[src/rtl/lvds_tx_serializer.sv]
// Parallel-to-serial LVDS transmitter: start bit, DW data bits LSB first,
// even parity, stop bit, with every serial bit held for CLK_DIV clocks.
//
// state   | meaning
// IDLE    | line high, waiting for a tx_ena strobe
// START   | line low for one bit period
// DATA    | shifting out DW data bits, LSB first
// PARITY  | even parity of the captured word
// STOP    | line high; tx_done pulses as the FSM returns to IDLE
module lvds_tx_serializer #(
    parameter int CLK_DIV = 4,
    parameter int DW      = 24
) (
    input  logic          clk,
    input  logic          rst,
    input  logic          tx_ena,
    input  logic [DW-1:0] data_in,
    output logic          tx_busy,
    output logic          lvds_dat,
    output logic          lvds_frm,
    output logic          tx_done
);

    localparam int            BW       = (DW > 1) ? $clog2(DW) : 1;
    localparam logic [7:0]    DIV_LOAD = 8'(CLK_DIV - 1);
    localparam logic [BW-1:0] LAST_BIT = BW'(DW - 1);

    typedef enum logic [2:0] {
        ST_IDLE   = 3'd0,
        ST_START  = 3'd1,
        ST_DATA   = 3'd2,
        ST_PARITY = 3'd3,
        ST_STOP   = 3'd4
    } state_t;

    state_t        r_state;
    state_t        w_state_nxt;
    logic [7:0]    r_cnt;
    logic [7:0]    w_cnt_nxt;
    logic [BW-1:0] r_bit;
    logic [BW-1:0] w_bit_nxt;
    logic [DW-1:0] r_shift;
    logic [DW-1:0] w_shift_nxt;
    logic          r_par;
    logic          w_par_nxt;
    logic          w_tc;
    logic          w_dat_nxt;
    logic          w_busy_nxt;
    logic          w_done_nxt;

    // Bit-period down-counter reaches terminal count on the last clock of a bit.
    assign w_tc = (r_cnt == 8'd0);

    always_comb begin
        w_state_nxt = r_state;
        w_cnt_nxt   = r_cnt;
        w_bit_nxt   = r_bit;
        w_shift_nxt = r_shift;
        w_par_nxt   = r_par;
        w_done_nxt  = 1'b0;

        if (r_state != ST_IDLE) begin
            w_cnt_nxt = w_tc ? DIV_LOAD : (r_cnt - 8'd1);
        end

        case (r_state)
            ST_IDLE: begin
                if (tx_ena) begin
                    w_state_nxt = ST_START;
                    w_cnt_nxt   = DIV_LOAD;
                    w_shift_nxt = data_in;
                    w_par_nxt   = ^data_in;
                end
            end
            ST_START: begin
                if (w_tc) begin
                    w_state_nxt = ST_DATA;
                    w_bit_nxt   = '0;
                end
            end
            ST_DATA: begin
                if (w_tc) begin
                    if (r_bit == LAST_BIT) begin
                        w_state_nxt = ST_PARITY;
                    end else begin
                        w_bit_nxt   = r_bit + BW'(1);
                        w_shift_nxt = r_shift >> 1;
                    end
                end
            end
            ST_PARITY: begin
                if (w_tc) begin
                    w_state_nxt = ST_STOP;
                end
            end
            ST_STOP: begin
                if (w_tc) begin
                    w_state_nxt = ST_IDLE;
                    w_cnt_nxt   = 8'd0;
                    w_done_nxt  = 1'b1;
                end
            end
            default: begin
                w_state_nxt = ST_IDLE;
                w_cnt_nxt   = 8'd0;
            end
        endcase
    end

    // Outputs are decoded from the next state so the registered pins line up
    // with the state register rather than lagging it by a cycle.
    always_comb begin
        w_dat_nxt = 1'b1;
        case (w_state_nxt)
            ST_START:  w_dat_nxt = 1'b0;
            ST_DATA:   w_dat_nxt = w_shift_nxt[0];
            ST_PARITY: w_dat_nxt = w_par_nxt;
            default:   w_dat_nxt = 1'b1;
        endcase
        w_busy_nxt = (w_state_nxt != ST_IDLE);
    end

    always_ff @(posedge clk or posedge rst) begin
        if (rst) begin
            r_state  <= ST_IDLE;
            r_cnt    <= 8'd0;
            r_bit    <= '0;
            r_shift  <= '0;
            r_par    <= 1'b0;
            tx_busy  <= 1'b0;
            lvds_dat <= 1'b1;
            lvds_frm <= 1'b0;
            tx_done  <= 1'b0;
        end else begin
            r_state  <= w_state_nxt;
            r_cnt    <= w_cnt_nxt;
            r_bit    <= w_bit_nxt;
            r_shift  <= w_shift_nxt;
            r_par    <= w_par_nxt;
            tx_busy  <= w_busy_nxt;
            lvds_dat <= w_dat_nxt;
            lvds_frm <= w_busy_nxt;
            tx_done  <= w_done_nxt;
        end
    end

endmodule

[config.mk]
export PLATFORM = sky130hd
export DESIGN_NAME = lvds_tx_serializer
export DESIGN_NICKNAME = d
export VERILOG_FILES = /design/src/rtl/lvds_tx_serializer.sv
export SDC_FILE = /design/constraint.sdc
export NUM_CORES = 1
export LEC_CHECK = 0
export ABC_AREA = 1
export CORE_ASPECT_RATIO = 0.8
export CORE_MARGIN = 10
export CORE_UTILIZATION = 61
export DETAILED_ROUTE_END_ITERATION = 8
export PLACE_DENSITY = 0.86
export SLEW_MARGIN = 25
export SYNTH_ARGS = -nofsm -noshare
export SYNTH_HDL_FRONTEND = slang
export SYNTH_SLANG_ARGS = --single-unit
[constraint.sdc]
create_clock -name clk -period 3.1 [get_ports clk]
set_input_delay 0.775 -clock clk [delete_from_list [all_inputs] [get_ports clk]]
set_output_delay 0.775 -clock clk [all_outputs]
set_load 0.03 [all_outputs]
=== Word-level counts from Yosys, hierarchy flattened ===
Index checks and enable logic that the tools add are counted.

* Multiply operators: 0
* Div/mod/pow operators: 0
* Add/subtract/negate cells: 2
* Equality and inequality tests: 12
* Reduce and logical (&&, ||, !) cells: 10
* Order comparisons: 0
* Shifts and indexed selects: 0
* Bitwise gates (word level): 0
* Mux-type cells: 25

{| class="wikitable"
|+ Operator list
! kind !! number
|-
| $mux 24 || 3
|-
| $pmux 24 s2 || 1
|-
| $mux 8 || 4
|-
| $pmux 8 s3 || 1
|-
| $reduce_xor 24->1 || 1
|-
| $mux 3 || 6
|-
| $mux 5 || 3
|-
| $pmux 3 s5 || 1
|-
| $eq 3x2->1 const B || 4
|-
| $pmux 5 s2 || 1
|-
| $logic_not 8->1 || 1
|-
| $ne 2x2->1 const B || 4
|-
| $reduce_and 4->1 || 2
|-
| $sub 8x1->8 const B || 1
|-
| $eq 3x1->1 const B || 2
|-
| $reduce_bool 3->1 || 2
|-
| $add 5x1->5 const B || 1
|-
| $eq 5x5->1 const B || 1
|-
| $mux 1 || 4
|-
| $reduce_bool 2->1 || 2
|-
| $eq 3x3->1 const B || 1
|-
| $logic_not 3->1 || 1
|-
| $pmux 1 s3 || 1
|-
| $reduce_or 3->1 || 1
|}

* Bits in latches: 0
* Input bits: 27
* Bits in writable memories: 0
* Output and inout port bits: 4
* Memories: 0
* Register bits after elaboration: 44
* Memory bits (read-only): 0

=== Depth between registers and ports, before layout ===
Gate-level depths: netlist of run 1.

* Depth after elaboration: 6
* Depth in mapped cells: 14

=== Least setup slack after synthesis of run 1 ===
OpenSTA, ideal clock, no wires.

* Path kind: input to register
* Start point: input data_in[14]
* End point: register lvds_dat
* Setup time: 78 ps
* Buffers on the path: 0
* Setup slack: 1451 ps
* Stages: 14
* Arrival: 1571 ps
* Cell sequence: inv_1 nand2_1 nand2_1 inv_1 nand2_1 nand2_1 nand2_1 nand2_1 nand2_1 nand3_1 nand2_1 nand2_1 nand3_1 nand2_1

* Word-level cells in the longest chain between the ends: 4

{| class="wikitable"
|+ RTL lines
! item !! RTL line !! source
|-
| start, declared || 17 || <nowiki>input logic [DW-1:0] data_in,</nowiki>
|-
| $reduce_xor 24->1 || 72 || <nowiki>w_par_nxt = ^data_in;</nowiki>
|-
| $mux 1 || 68 || <nowiki>if (tx_ena) begin</nowiki>
|-
| $mux 1 || 66 || <nowiki>case (r_state)</nowiki>
|-
| $pmux 1 s3 || 114 || <nowiki>case (w_state_nxt)</nowiki>
|-
| net w_dat_nxt || 47 || <nowiki>logic w_dat_nxt;</nowiki>
|-
| end signal, assigned || 141 || <nowiki>lvds_dat <= w_dat_nxt;</nowiki>
|-
| end, declared || 19 || <nowiki>output logic lvds_dat,</nowiki>
|}

The timed path passes the listed nets, and every way through them passes these cells.
A chain may end at the register's enable or synchronous reset.

=== Worst setup path in the final report of run 1 ===
* Start point: register lvds_dat
* End point: output lvds_dat

No word-level cell between the ends.

==> results of run 1 <==
metrics by stage:
| stage | worst slack (ns) | cells | utilization | total power [W] | hold slack (ns) |
|---|---|---|---|---|---|
| 6_report | 0.833 | 446 | 0.747 | 0.00241 | 0.499 |
| 5_1_grt | 0.763 | 446 | 0.747 | 0.00259 | 0.537 |
| 4_1_cts | 0.816 | 446 | 0.747 | 0.00241 | 0.498 |
| 3_5_place_dp | 0.685 | 438 | 0.721 | 0.00197 | 0.474 |
| 3_3_place_gp | 0.722 | 438 | 0.721 | 0.00192 | 0.483 |
| 2_1_floorplan | 1.30 | 357 | - | 0.00172 | 0.458 |
Yosys cell counts, drive strengths merged:
master | instances | area [um2]
nand2 | 116 | 459
inv | 65 | 249
dfrtp | 43 | 1080
nor2 | 36 | 184
o221ai | 23 | 208
nand3 | 11 | 72.6
o21ai | 9 | 48.8
xnor2 | 8 | 70.1
xor2 | 8 | 70.1
a21oi | 7 | 38.8
buf | 6 | 40.0
nand4 | 5 | 31.3
nor3 | 5 | 36.3
ha | 3 | 37.5
a31oi | 2 | 12.5
o22ai | 2 | 12.5
a211oi | 1 | 7.51
a21boi | 1 | 7.51
a21o | 1 | 7.51
clkbuf | 1 | 3.75
clkinv | 1 | 3.75
dfstp | 1 | 26.3
nand2b | 1 | 6.26
or2 | 1 | 6.26
how the worst max path moves through the flow:
stage / start / to
2_1_floorplan: rst / lvds_frm
3_3_place_gp: tx_ena / lvds_dat
3_5_place_dp: data_in[12] / lvds_dat
4_1_cts: lvds_dat / lvds_dat
5_1_grt: r_cnt[0] / lvds_dat
6_report: lvds_dat / lvds_dat
sequential cells by signal (all words and copies together) (netlist names):
register / flops
lvds_dat: 1
lvds_frm: 1
r_bit: 5
r_cnt: 8
r_par: 1
r_shift: 24
r_state: 3
tx_done: 1
layout make-up:
class | instances | area, um2 | share of cell area
clock buffers | 6 | 72.6 | 0.0230
repair buffers | 31 | 308 | 0.0975
clock inverters | 2 | 35.0 | 0.0111
flip-flops and latches | 44 | 1100 | 0.349
inverters | 66 | 253 | 0.0800
well taps | 57 | 71.3 | 0.0226
multi-input cells | 240 | 1320 | 0.417
worst reg2reg max path, delay by kind of cell, from the launching register on:
| family | cells | cell delay (ns) |
|---|---|---|
| flip-flops | 1 | 0.38 |
| AO/OA/AOI/OAI | 2 | 0.22 |
| adder cells (fa/ha/maj) | 1 | 0.18 |
| AND/OR/NAND/NOR | 6 | 1.14 |
| buffers and inverters | 2 | 0.20 |
per-layer routing:
layer  part of all wire  routed length (um)  up-vias  GRT usage
met5                  0                   0        -     0.0139
met4              0.013                  74        0     0.0433
met3              0.059                 346        9     0.0432
met2               0.48                2820       72      0.269
met1               0.45                2650     1063      0.202
li1                   -                   -     1201          -
report_power, final:
| group | total [W] | switching, W | leakage [nW] | internal, W |
|---|---|---|---|---|
| combinational | 0.00105 | 0.000660 | 0.985 | 0.000394 |
| sequential | 0.000917 | 0.000109 | 0.551 | 0.000808 |
| clock | 0.000440 | 0.000200 | 0.0552 | 0.000239 |
| total | 0.00241 | 0.000969 | 1.59 | 0.00144 |
cells by family after synthesis:
group	Yosys count
simple gates	175
buf+inv	73
compound gates	46
flops	44
xor+xnor	16
fa+ha+maj	3
==> run summary, run 1 <==
================================================================================
Number of hold-repair buffers added at the cts stage ..............            0
Synthesis-to-layout area growth ...................................        16.3%
Critical Path Stages ..............................................            1
Crit path required time ...........................................      2.32 ns
Post-detailed-placement half-perimeter wirelength .................      4480 um
Pwr per Cell Area .................................................   763 mW/mm2
Hold Path Sink ....................................................   r_shift[0]
Initial Utilization ...............................................        0.642
RSZ-0062 raised after global routing ..............................        false
Total DRC errors in the routed layout .............................            0
Reg2Reg Depth .....................................................           11
Buffers added on ports ............................................           30
Die area ..........................................................  0.00754 mm2
Compound-Gate Fraction of Synth Area ..............................        0.126
Status ............................................................ finished clean
Clock Tree Root ................................................... sky130_fd_sc_hd__clkbuf_8
Cell with the largest stage delay on the worst path ............... sky130_fd_sc_hd__clkdlybuf4s50_1
Mean instance size in the synthesized netlist .....................     7.61 um2
Total wire length .................................................      5900 um
Endpoint type of the worst setup path .............................   output pin
Worst setup path class ............................................ flip-flop to output pin
Initial detailed-routing violation count ..........................          130
Total global-route track usage ....................................        0.162
First-pass GRT wire length ........................................     10200 um
Slew margin rel. ..................................................        0.635
Yosys warns .......................................................            0
Max-slew violation count ..........................................            0
Avg Vias per Cell .................................................         5.26
Final design area excluding fillers ...............................  0.00316 mm2
Slowest stage delay, CP ...........................................      0.66 ns
RePlAce Congestion ................................................        0.851
Final Hold Viols ..................................................            0
CP delay by family, top ........................................... buffers and inverters
Hold path cells ...................................................            2
Placed standard-cell area .........................................  0.00305 mm2
Worst Path Buf+Inv ................................................            1
Register area share after synthesis ...............................        0.406
Syn nets ..........................................................          387
PostCTS Resize Cnt ................................................            0
FF-to-FF Start ....................................................     r_cnt[0]
Number of global-route vias before repair .........................         2348
Worst vdd rail ir drop ............................................   0.000446 V
Die Wd ............................................................      94.6 um
Routed via count ..................................................         2345
Count of distinct cell types in the synthesized netlist ...........           41
Core region area ..................................................  0.00423 mm2
Floorplan die height ..............................................      79.7 um
Adder and majority gate portion of the synthesized area ...........       0.0138
Number of fill cells in the layout ................................          332
Maximum count of clock buffers along a single path ................            2
CP Launch Type ....................................................    flip-flop
Maximum fanout count along the critical path ......................            1
Setup TNS Final ...................................................         0 ns
Largest net degree at the start of global routing .................           45
Most common cell after layout, fill and taps aside ................ sky130_fd_sc_hd__nand2_1
Critical Path, Cell by Cell ....................................... clkdlybuf4s50_1
Dominant combinational cell family by area after synthesis ........ simple AND/OR/NAND/NOR gates
CTS buffer count ..................................................            5
Initial DRT Pass Iterations .......................................            5
Overflow left after global routing ................................            0
Simple-gate share of the synthesized area .........................        0.293
Multiplexer share of the synthesized area .........................            0
Postcts setup bufs ................................................            0
Share of post-route cells with drive strength above 1 .............       0.0874
Skew-Pair Late Insertion Delay ....................................      0.30 ns
CTS H-tree lvls ...................................................            2
Final Skew ........................................................    0.0102 ns
Crit share post-route .............................................        0.731
Number of antenna violations at the first check in global routing .            0
Number of nets still failing antenna checks after routing .........            0
Data arrival time of the critical path ............................      1.49 ns
WL per Instance ...................................................      13.2 um
Number of ports placed on the die boundary ........................           31
Antenna diode count ...............................................            0
Maximum operating frequency .......................................    0.441 GHz
Maxcap violations .................................................            0
Synthesized instance count ........................................          357
Transition time at the pin with the least slew margin .............     0.548 ns
Clock tree from TritonCTS .........................................        built
Count of nets after finishing .....................................          418
Synthesis-stage register bit count ................................           44
Post-synthesis share of cell area spent on xor and xnor gates .....       0.0516
Final critical path time including I/O delays and setup ...........      2.27 ns
R2R Path End ......................................................     lvds_dat
CTS clk-pin slew, worst paths .....................................      0.08 ns
Endpoints failing setup ...........................................            0
Worst Hold Class .................................................. flip-flop to flip-flop
Hold Path Origin ..................................................   r_shift[0]
Clock sinks .......................................................           44
Leak Pwr ..........................................................      1.59 nW
Highest-count cells in the layout ignoring fill and taps .......... sky130_fd_sc_hd__nand2_1 (112), sky130_fd_sc_hd__inv_1 (57), sky130_fd_sc_hd__dfrtp_1 (43)
Netlist area before placement .....................................  0.00272 mm2
Reg2Reg Setup Slack ...............................................      0.94 ns
Row cnt ...........................................................           21
================================================================================
Note: power is estimated with default switching activity, not from simulation.
==> run 2: changes to the inputs <==
--- a/config.mk
+++ b/config.mk
@@ -8,9 +8,9 @@
 export ABC_AREA = 1
 export CORE_ASPECT_RATIO = 0.8
 export CORE_MARGIN = 10
-export CORE_UTILIZATION = 61
+export CORE_UTILIZATION = 56
 export DETAILED_ROUTE_END_ITERATION = 8
-export PLACE_DENSITY = 0.86
+export PLACE_DENSITY = 0.8
 export SLEW_MARGIN = 25
 export SYNTH_ARGS = -nofsm -noshare
 export SYNTH_HDL_FRONTEND = slang
==> constraint.sdc (replaced) <==
create_clock -name clk -period 2.36 [get_ports clk]
set_input_delay 0.59 -clock clk [delete_from_list [all_inputs] [get_ports clk]]
set_output_delay 0.59 -clock clk [all_outputs]
set_load 0.03 [all_outputs]
==> run 2 against run 1 <==
  * Via count fell by 0.94%
  * First-iteration DRC count shrank 9.2%
  * Clock power increased by 55%
  * Worst setup slack got worse by 0.55 ns
  * Die area increased by 6.8%
  * Sequential cell count stayed put
  * Power up 35%
  * Clock-buffer cell count unchanged
  * Worst hold slack gained 0.0064 ns
  * Wire length is 3.4% lower
  * Design area rose by 1.4%
==> run summary, run 2 (synthesized netlist as in run 1, its figures left out) <==
================================================================================
Endpoints failing setup ...........................................            0   unchanged
Antenna diode count ...............................................            0   unchanged
Floorplan die height ..............................................      82.3 um   was 79.7 um
Overflow left after global routing ................................            0   unchanged
Largest net degree at the start of global routing .................           45   unchanged
Maximum operating frequency .......................................    0.481 GHz
CP Launch Type ....................................................    flip-flop   unchanged
Status ............................................................ finished clean   unchanged
Overall power .....................................................    0.00326 W   was 0.00241 W
Initial Utilization ...............................................        0.587   was 0.642
Routed via count ..................................................         2323   was 2345
Max FFs per register ..............................................           24   unchanged
Row cnt ...........................................................           22   was 21
Postcts setup bufs ................................................            0   unchanged
Number of nets still failing antenna checks after routing .........            0   unchanged
Maxcap violations .................................................            0   unchanged
Hold slack ........................................................     0.505 ns   was 0.499 ns
Sequential cell area ..............................................  0.00110 mm2   unchanged
Number of non-filler instances in the completed layout ............          451   was 446
Clock tree from TritonCTS .........................................        built   unchanged
Crit path required time ...........................................      1.77 ns   was 2.32 ns
Data arrival time of the critical path ............................      1.49 ns   about the same
Maximum count of clock buffers along a single path ................            2   unchanged
CTS clk-pin slew, worst paths .....................................      0.08 ns   about the same
Number of fill cells in the layout ................................          370   was 332
Count of nets after finishing .....................................          420   was 418
Number of global-route vias before repair .........................         2217   was 2348
Leak Pwr ..........................................................      1.61 nW   was 1.59 nW
CP delay by family, top ........................................... buffers and inverters   unchanged
Largest Register ..................................................      r_shift   unchanged
Post-detailed-placement half-perimeter wirelength .................      4340 um   was 4480 um
Max-slew violation count ..........................................            0   unchanged
Skew-Pair Late Insertion Delay ....................................      0.30 ns   about the same
Worst setup path class ............................................ flip-flop to output pin   unchanged
Die Wd ............................................................      97.9 um   was 94.6 um
Die area ..........................................................  0.00805 mm2   was 0.00754 mm2
Final design area excluding fillers ...............................  0.00320 mm2   was 0.00316 mm2
Most common cell after layout, fill and taps aside ................ sky130_fd_sc_hd__nand2_1   unchanged
Core region area ..................................................  0.00462 mm2   was 0.00423 mm2
Inst Count DP .....................................................          443   was 438
Final Skew ........................................................    0.0102 ns   about the same
Worst Path Buf+Inv ................................................            1   unchanged
RePlAce Congestion ................................................        0.839   was 0.851
Slowest stage delay, CP ...........................................      0.66 ns   about the same
CTS H-tree lvls ...................................................            2   unchanged
Pwr per Cell Area .................................................  1020 mW/mm2   was 763 mW/mm2
Total wire length .................................................      5690 um   was 5900 um
RSZ-0062 raised after global routing ..............................        false   unchanged
Largest registers ................................................. r_shift: 24 flops, r_cnt: 8 flops, r_bit: 5 flops   unchanged
Number of antenna violations at the first check in global routing .            0   unchanged
Number of hold-repair buffers added at the cts stage ..............            0   unchanged
WL per Instance ...................................................      12.6 um   was 13.2 um
Synthesis-to-layout area growth ...................................        17.9%   was 16.3%
Transition time at the pin with the least slew margin .............     0.538 ns   was 0.548 ns
Multi-input combinational cell area ...............................  0.00132 mm2   unchanged
First-pass GRT wire length ........................................      9850 um   was 10200 um
Highest-count cells in the layout ignoring fill and taps .......... sky130_fd_sc_hd__nand2_1 (112), sky130_fd_sc_hd__inv_1 (57), sky130_fd_sc_hd__dfrtp_1 (43)   unchanged
Total global-route track usage ....................................        0.147   was 0.162
PostCTS Resize Cnt ................................................            0   unchanged
Clock Tree Root ................................................... sky130_fd_sc_hd__clkbuf_8   unchanged
Buffers added on ports ............................................           30   unchanged
Final critical path time including I/O delays and setup ...........      2.08 ns
Worst vdd rail ir drop ............................................   0.000733 V   was 0.000446 V
Clock sinks .......................................................           44   unchanged
Placed standard-cell area .........................................  0.00307 mm2   was 0.00305 mm2
Initial DRT Pass Iterations .......................................            4   was 5
Critical Path, Cell by Cell ....................................... clkdlybuf4s50_1   unchanged
Endpoint type of the worst setup path .............................   output pin   unchanged
Maximum fanout count along the critical path ......................            1   unchanged
Number of ports placed on the die boundary ........................           31   unchanged
Total DRC errors in the routed layout .............................            0   unchanged
CTS buffer count ..................................................            5   unchanged
Setup TNS Final ...................................................         0 ns   unchanged
Share of post-route cells with drive strength above 1 .............       0.0921   was 0.0874
Final Hold Viols ..................................................            0   unchanged
Worst Hold Class .................................................. flip-flop to flip-flop   unchanged
Crit share post-route .............................................        0.881
Avg Vias per Cell .................................................         5.15   was 5.26
Cell with the largest stage delay on the worst path ............... sky130_fd_sc_hd__clkdlybuf4s50_1   unchanged
Slew margin rel. ..................................................        0.641   was 0.635
Initial detailed-routing violation count ..........................          118   was 130
================================================================================
[run 2: worst paths after layout]
check	from	end	slack, ns	cells after the start
setup / recovery	lvds_dat	lvds_dat	0.28	1
hold / removal	r_shift[7]	r_shift[7]	0.50	2
setup reg to reg	r_cnt[1]	r_bit[4]	0.42	13
hold reg to reg	r_shift[7]	r_shift[7]	0.50	2
max in group asynchronous	rst	r_bit[0]	1.26	3
min in group asynchronous	rst	r_cnt[7]	0.73	3
[run 2: cell type report]
type                            count  share of cell area
Clock buffer                        6              0.0227
Sequential cell                    44               0.344
Timing Repair Buffer               33               0.101
Clock inverter                      2              0.0188
Tap cell                           60              0.0234
Multi-Input combinational cell    240               0.411
Inverter                           66              0.0789
[run 2: per-layer routing]
metal / share of wire / up-vias / global-route usage
met5: 0 / - / 0
met1: 0.48 / 1069 / 0.186
met4: 0.0097 / 0 / 0.0478
met2: 0.48 / 40 / 0.245
met3: 0.034 / 7 / 0.0349
li1: - / 1207 / -
[run 2: worst min-delay path, cell delays in order, from the launching register on]
cell and delay [ns]:
sky130_fd_sc_hd__dfrtp_1 0.35, sky130_fd_sc_hd__nand2_1 0.06, sky130_fd_sc_hd__o221ai_1 0.06
[run 2: per-stage QoR]
stage / util / setup WS [ns]
after CTS: 0.692 / 0.266
final: 0.692 / 0.280
after floorplan: - / 0.741
after detailed placement: 0.664 / 0.0730
after global placement: 0.664 / 0.158
after global routing: 0.692 / 0.200
[run 2: where the power goes]
part / internal (W) / total [W] / switching, W
Sequential: 0.00106 / 0.00120 / 0.000140
Combinational: 0.000524 / 0.00138 / 0.000856
Clock: 0.000423 / 0.000683 / 0.000259
